$ cat src/rtl/guess_game_ctrl.sv
// guess_game_ctrl
//   Game sequencer sitting above a guess FSM. Paces the guess FSM with a
//   speed-dependent step tick and tracks score, lives and speed level.
//   It holds the win/lose result on display for a fixed time, then re-arms
//   the next round, or stops in a game-over state when lives run out.
//
// State table
//   state   | meaning
//   IDLE    | waiting for start after reset; guess FSM held in its start state
//   ARM     | one-cycle round setup; guess FSM held, step divider cleared
//   PLAY    | round in progress; step ticks issued, win/lose accepted
//   RESULT  | win/lose lamps shown for HOLD cycles, then back to ARM
//   OVER    | no lives left; results frozen until start
//
// Ports
//   clk        in   system clock, rising edge
//   rst        in   synchronous active-high reset
//   start      in   new-game pulse, honoured in IDLE and OVER only
//   win        in   win flag from the guess FSM
//   lose       in   lose flag from the guess FSM
//   en         out  one-cycle step tick to the guess FSM
//   fsm_rst    out  holds the guess FSM in its start state
//   score      out  wins this game, saturating at 15
//   lives      out  lives remaining
//   level      out  speed level 0..3; tick period is BASE_DIV >> level
//   game_over  out  high in OVER
//   busy       out  high in ARM, PLAY and RESULT

module guess_game_ctrl #(
    parameter int BASE_DIV       = 2000000,
    parameter int HOLD           = 50000000,
    parameter int LIVES          = 3,
    parameter int WINS_PER_LEVEL = 4
) (
    input  logic       clk,
    input  logic       rst,
    input  logic       start,
    input  logic       win,
    input  logic       lose,
    output logic       en,
    output logic       fsm_rst,
    output logic [3:0] score,
    output logic [1:0] lives,
    output logic [1:0] level,
    output logic       game_over,
    output logic       busy
);

    localparam int DIV_W  = $clog2(BASE_DIV);
    localparam int HOLD_W = (HOLD > 1) ? $clog2(HOLD) : 1;

    localparam logic [1:0]        LIVES_INIT = 2'(LIVES);
    localparam logic [3:0]        WPL        = 4'(WINS_PER_LEVEL);
    localparam logic [HOLD_W-1:0] HOLD_LAST  = HOLD_W'(HOLD - 1);

    typedef enum logic [2:0] {
        S_IDLE,
        S_ARM,
        S_PLAY,
        S_RESULT,
        S_OVER
    } state_t;

    state_t            state;
    logic [DIV_W-1:0]  div_cnt;
    logic [HOLD_W-1:0] hold_cnt;
    logic [3:0]        win_cnt;
    logic [DIV_W-1:0]  div_last;

    // Terminal count of the step divider for the current level. The level
    // only changes when leaving PLAY, so a new speed applies from the next
    // PLAY entry onwards.
    assign div_last = DIV_W'((BASE_DIV >> level) - 1);

    always_ff @(posedge clk) begin
        if (rst) begin
            state     <= S_IDLE;
            en        <= 1'b0;
            fsm_rst   <= 1'b1;
            score     <= 4'd0;
            lives     <= LIVES_INIT;
            level     <= 2'd0;
            game_over <= 1'b0;
            busy      <= 1'b0;
            div_cnt   <= '0;
            hold_cnt  <= '0;
            win_cnt   <= 4'd0;
        end else begin
            en <= 1'b0;
            case (state)
                S_IDLE, S_OVER: begin
                    if (start) begin
                        state     <= S_ARM;
                        fsm_rst   <= 1'b1;
                        busy      <= 1'b1;
                        game_over <= 1'b0;
                        score     <= 4'd0;
                        lives     <= LIVES_INIT;
                        level     <= 2'd0;
                        win_cnt   <= 4'd0;
                        div_cnt   <= '0;
                        hold_cnt  <= '0;
                    end
                end

                S_ARM: begin
                    state   <= S_PLAY;
                    fsm_rst <= 1'b0;
                    div_cnt <= '0;
                end

                S_PLAY: begin
                    // A loss wins over a simultaneous win; no tick is issued
                    // in the cycle a result is accepted.
                    if (lose) begin
                        lives    <= lives - 2'd1;
                        div_cnt  <= '0;
                        hold_cnt <= '0;
                        if (lives == 2'd1) begin
                            state     <= S_OVER;
                            busy      <= 1'b0;
                            game_over <= 1'b1;
                        end else begin
                            state <= S_RESULT;
                        end
                    end else if (win) begin
                        state    <= S_RESULT;
                        div_cnt  <= '0;
                        hold_cnt <= '0;
                        if (score != 4'd15) begin
                            score <= score + 4'd1;
                        end
                        if (win_cnt + 4'd1 == WPL) begin
                            win_cnt <= 4'd0;
                            if (level != 2'd3) begin
                                level <= level + 2'd1;
                            end
                        end else begin
                            win_cnt <= win_cnt + 4'd1;
                        end
                    end else if (div_cnt == div_last) begin
                        en      <= 1'b1;
                        div_cnt <= '0;
                    end else begin
                        div_cnt <= div_cnt + 1'b1;
                    end
                end

                S_RESULT: begin
                    if (hold_cnt == HOLD_LAST) begin
                        state    <= S_ARM;
                        fsm_rst  <= 1'b1;
                        hold_cnt <= '0;
                    end else begin
                        hold_cnt <= hold_cnt + 1'b1;
                    end
                end

                default: begin
                    state   <= S_IDLE;
                    fsm_rst <= 1'b1;
                    busy    <= 1'b0;
                end
            endcase
        end
    end

endmodule

$ cat config.mk
export PLATFORM = sky130hd
export DESIGN_NAME = guess_game_ctrl
export DESIGN_NICKNAME = d
export VERILOG_FILES = /design/src/rtl/guess_game_ctrl.sv
export SDC_FILE = /design/constraint.sdc
export NUM_CORES = 1
export LEC_CHECK = 0
export ABC_CLOCK_PERIOD_IN_PS = 7630
export CORE_MARGIN = 2
export CORE_UTILIZATION = 40
export DETAILED_ROUTE_END_ITERATION = 10
export GPL_TIMING_DRIVEN = 0
export PLACE_DENSITY = 0.61
export SLEW_MARGIN = 5
export SYNTH_ARGS = -nofsm -noshare
export SYNTH_HDL_FRONTEND = slang
export SYNTH_SLANG_ARGS = --single-unit
$ cat constraint.sdc
create_clock -name clk -period 7.63 [get_ports clk]
set_clock_uncertainty 0.15 [all_clocks]
set_input_delay 1.526 -clock clk [delete_from_list [all_inputs] [get_ports clk]]
set_output_delay 1.526 -clock clk [all_outputs]
set_load 0.02 [all_outputs]
== Word-level counts from Yosys, hierarchy flattened ==
Index checks and enable logic that the tools add are counted.
Cells by class
  $add $sub $neg: 7
  eq/ne operators: 20
  shift-type cells: 1
  multiplexer cells: 45
  bitwise logic cells: 2
  reduce and logical (&&, ||, !) cells: 17
Operator list (number)
  $mux 26: 4
  $mux 21: 4
  $pmux 26 s3: 1
  $pmux 21 s3: 1
  $mux 4: 7
  $add 26x1->26 const B: 1
  $eq 26x26->1 const B: 1
  $add 21x1->21 const B: 1
  $eq 21x21->1: 1
  $shr 21x2->21 const A: 1
  $sub 21x2->21 const B: 1
  $ne 2x2->1 const B: 10
  $pmux 4 s2: 2
  $mux 3: 5
  $mux 2: 7
  $pmux 3 s4: 1
  $reduce_and 3->1: 4
  $reduce_and 4->1: 3
  $add 4x1->4 const B: 2
  $mux 1: 8
  $pmux 2 s2: 2
  $eq 3x2->1 const B: 2
  $reduce_and 6->1: 1
  $reduce_bool 3->1: 2
  other kinds (18): 20
Word-level totals
  bits in registers: 66
  word-level logic and storage cells: 103

== Depth between registers and ports, before layout ==
Gate-level depths: netlist of run 1.
  depth after elaboration: 7
  mapped depth: 10

== Worst setup path after synthesis of run 1 ==
No wires, ideal clock.
  path type: input port to flip-flop
  start point: in lose
  end point: reg score[3]
  setup time: 0.078 ns
  arrival time: 2.986 ns
  slack: 4.416 ns
  cell stages on the path: 7
  buffers on the path: 1
  path through: clkbuf_1 -> nor4b_4 -> a21oi_1 -> a41oi_1 -> nand4_1 -> xor2_1 -> nor3_1
On the way
  cells in the longest elaborated chain, start to end: 2
RTL lines
  start, declared: RTL line 39  | input logic lose,
  $ne 2x2->1 (no source line)
  $reduce_and 5->1 (no source line)
  end signal, assigned: RTL line 131  | score <= score + 4'd1;
  end, declared: RTL line 42  | output logic [3:0] score,
Every way passes these cells.
A chain may end at the register's enable or synchronous reset.

== Final worst setup path of run 1 ==
  start point: in start
  end point: reg hold_cnt[22]
On the way
  cells in the longest elaborated chain, start to end: 2
RTL lines
  start, declared: RTL line 37  | input logic start,
  $ne 2x2->1 (no source line)
  $reduce_and 3->1 (no source line)
  end signal, assigned: RTL line 155  | hold_cnt <= hold_cnt + 1'b1;
  end, declared: RTL line 66  | logic [HOLD_W-1:0] hold_cnt;
Every way passes these cells.

==> reports/results.txt, run 1 <==
critical path endpoint category: flop
vias in the first global route: 3163
f_max: 262 MHz
post-synthesis register bit count: 66
Rows: 35
ratio of cells with drive above 1 in the final layout: 0.0805
Clock Tree Buf Depth: 2
Cell Count, Final, Fillers Out: 583
global-route wire length before repair: 14.7 mm
total via count in the routed design: 3197
Crit path arrival time: 3890 ps
clock latency at the later pin of the worst-skew pair: 340 ps
number of DRC markers in iteration 0: 142
Main synth FF type: dfxtp_1
post_cts resized: 0
fin area: 4160 um^2
core footprint: 9110 um^2
FF-to-FF setup slack: 4690 ps
switch share: 0.261
nets: 486
sequential-to-total area share from yosys stat: 0.358
Final Hold Viols: 0
cts hold-fix bufs: 0
I/O pins: 17
antenna violations before repair: 0
DRT antenna net count: 0
DP HPWL: 5.96 mm
worst-margin pin slew: 743 ps
P_leak: 1.46 nW
slowest cell delay on critical path: 700 ps
die height: 100 um
Mapped Cells: 443
largest net degree at the start of global routing: 13
total routed wirelength: 8.18 mm
Root Driver: clkbuf_8
Setup TNS: 0 ps
Tmin final: 3820 ps
Ys Warns: 0
internal power: 0.530 mW
EDFF count, synth: 0
final hold slack: 336 ps
Placer Congestion: 0.833
Syn Area/Cell: 8.32 um^2
DP Cell Count: 567
clock-pin slew on the worst setup and hold paths: 70 ps
Critical-path top delay cell: nor4_1
Sequential Power Share: 0.492
Mapped Area: 3690 um^2
drt first pass iters: 4
number of buffers created by CTS: 9
crit-path cells: clkdlybuf4s50_1 -> or3b_1 -> o21a_1 -> nor4_1 -> nand4_1 -> xor2_1 -> nor2_1
routed len/inst: 14.0 um
Worst Hold Depth: 2
Pwr Density: 173 nW/um^2
Antenna diodes: 0
HP Class: reg -> reg
Final period util: 0.500
crit path kind: in -> reg
GRT Overall Usage: 0.182
Starting Density: 0.405
clk sinks: 66
CTS tree: yes
DP Area: 3960 um^2
Max Cap Viol: 0
Mapped Nets: 462
combinational share of power: 0.090
ys async rst share: 0
Psw: 0.187 mW
Die Footprint: 10000 um^2
routed vias/inst: 5.48
RSZ-0062 raised after global routing: false
Chip Width: 100 um
Remaining DRCs: 0
Max VDD drop: 0.000105 V
fin. max-slew vios: 0
synth unique cells: 58
crit path max fanout: 7
power share of the clock group: 0.418
Post-CTS Setup Bufs: 0
reg2reg path depth: 10
status: complete, no violations
Filler cells: 954
Area Growth Syn to Fin: 12.8%
PortBufs: 13
global-route congestion overflow total: 0
WP data required: 7710 ps
critical path launch point type: primary input
slew margin rel.: 0.500
H-Tree Depth: 3
final setup vio count: 0
## metrics by stage
stage | power (mW) | worst slack [ps] | utilization
2_1_floorplan | 0.407 | 4420 | -
3_3_place_gp | 0.425 | 3440 | 0.434
3_5_place_dp | 0.426 | 3430 | 0.434
4_1_cts | 0.729 | 3790 | 0.457
5_1_grt | 0.754 | 3560 | 0.457
6_report | 0.718 | 3810 | 0.457
## layout by cell type, fill, tap and decap left out, types with 3 or more instances in the layout
cell / count
ha_1: 14
buf_6: 3
clkbuf_1: 9
and3b_1: 3
nor2_1: 42
nor3b_1: 7
mux2i_1: 5
and4_1: 4
buf_2: 5
xor2_1: 24
and3_1: 12
o21ai_0: 15
nand4_1: 14
nand2_1: 52
nor2b_1: 6
nor4_1: 4
a31oi_1: 8
clkinvlp_4: 3
and2_1: 7
or3_1: 6
dfxtp_1: 66
xnor2_1: 14
a21oi_1: 13
or2_2: 3
o211ai_1: 6
nand3_1: 23
nand2b_1: 9
nor3_1: 18
a211oi_1: 3
clkbuf_8: 10
clkdlybuf4s50_1: 13
inv_1: 8
o21a_1: 3
## metal layers
layer | global-route usage | wire length, um | vias up
li1 | - | - | 1629
met1 | 0.242 | 3980 | 1516
met2 | 0.290 | 3830 | 42
met3 | 0.0460 | 271 | 10
met4 | 0.0569 | 113 | 0
met5 | 0 | 0 | -
## cell type report
type	count	area, um^2	area share
Clock buffer	10	138	0.0331
Clock inverter	6	66.3	0.0159
Timing Repair Buffer	13	130	0.0313
Sequential cell	66	1320	0.318
Inverter	8	30.0	0.00722
Buffer	19	100	0.0241
Tap cell	111	139	0.0334
Multi-Input combinational cell	350	2230	0.537
## path summary, 6_finish.rpt
kind,start,end
worst max-delay path,start,hold_cnt[22]
worst min-delay path,hold_cnt[1],hold_cnt[1]
worst max register to register,level[0],div_cnt[0]
worst min register to register,hold_cnt[1],hold_cnt[1]
## cells by family after synthesis
logic type	share of synthesized area
muxes	0.0166
xor gates and xnor gates	0.0903
buffers and inverters	0.0353
DFF	0.358
adders and majority gates	0.0475
and+or+nand+nor	0.323
AOI/OAI and AO/OA	0.128
## power groups by stage
stage	combinational [mW]	clock [mW]	sequential, mW
2_1_floorplan	0.0447	0	0.362
3_3_place_gp	0.0640	0	0.361
3_5_place_dp	0.0645	0	0.361
4_1_cts	0.0648	0.311	0.353
5_1_grt	0.0725	0.328	0.354
6_report	0.0645	0.300	0.353
## sequential cells by signal (all words and copies together), names as in the netlist
name and cells:
hold_cnt 26, div_cnt 21, score 4, win_cnt 4
state 3, level 2, lives 2, busy 1
en 1, fsm_rst 1, game_over 1
## cells in the mapped netlist, types with 4 or more instances
cell type,count,area share
dfxtp_1,66,0.36
nand2_1,52,0.053
nor2_1,42,0.043
xor2_1,24,0.057
nand3_1,23,0.031
nor3_1,18,0.024
o21ai_0,15,0.020
ha_1,14,0.048
nand4_1,14,0.024
xnor2_1,14,0.033
a21oi_1,13,0.018
and3_1,12,0.020
clkbuf_1,9,0.0092
nand2b_1,9,0.015
a31oi_1,8,0.014
inv_1,8,0.0081
and2_1,7,0.012
nor3b_1,7,0.014
nor2b_1,6,0.010
o211ai_1,6,0.012
or3_1,6,0.010
buf_2,5,0.0068
mux2i_1,5,0.014
and4_1,4,0.0095
nor4_1,4,0.0068
## critical path: cells and delay by family
family | cells | cell delay, ps
XOR/XNOR | 1 | 160
AND/OR/NAND/NOR | 4 | 1390
AO/OA/AOI/OAI | 1 | 240
buffers and inverters | 1 | 580
(Power assumes the default switching activity.)
==> run 2, diff against run 1 <==
Settings changed: ABC_CLOCK_PERIOD_IN_PS 7630 to 3970.
Clock period 7.63 ns to 3.97 ns, I/O delays scaled along.
==> results of run 2 <==
Same layout as run 1 (identical final DEF). Status: complete, no violations.
Among the figures that moved: setup slack after placement 3430 ps -> 498 ps; setup slack after layout 3810 ps -> 885 ps; register-to-register setup slack 4690 ps -> 1030 ps; total power 0.718 mW -> 1.38 mW; worst IR drop on VDD 0.000105 V -> 0.000203 V
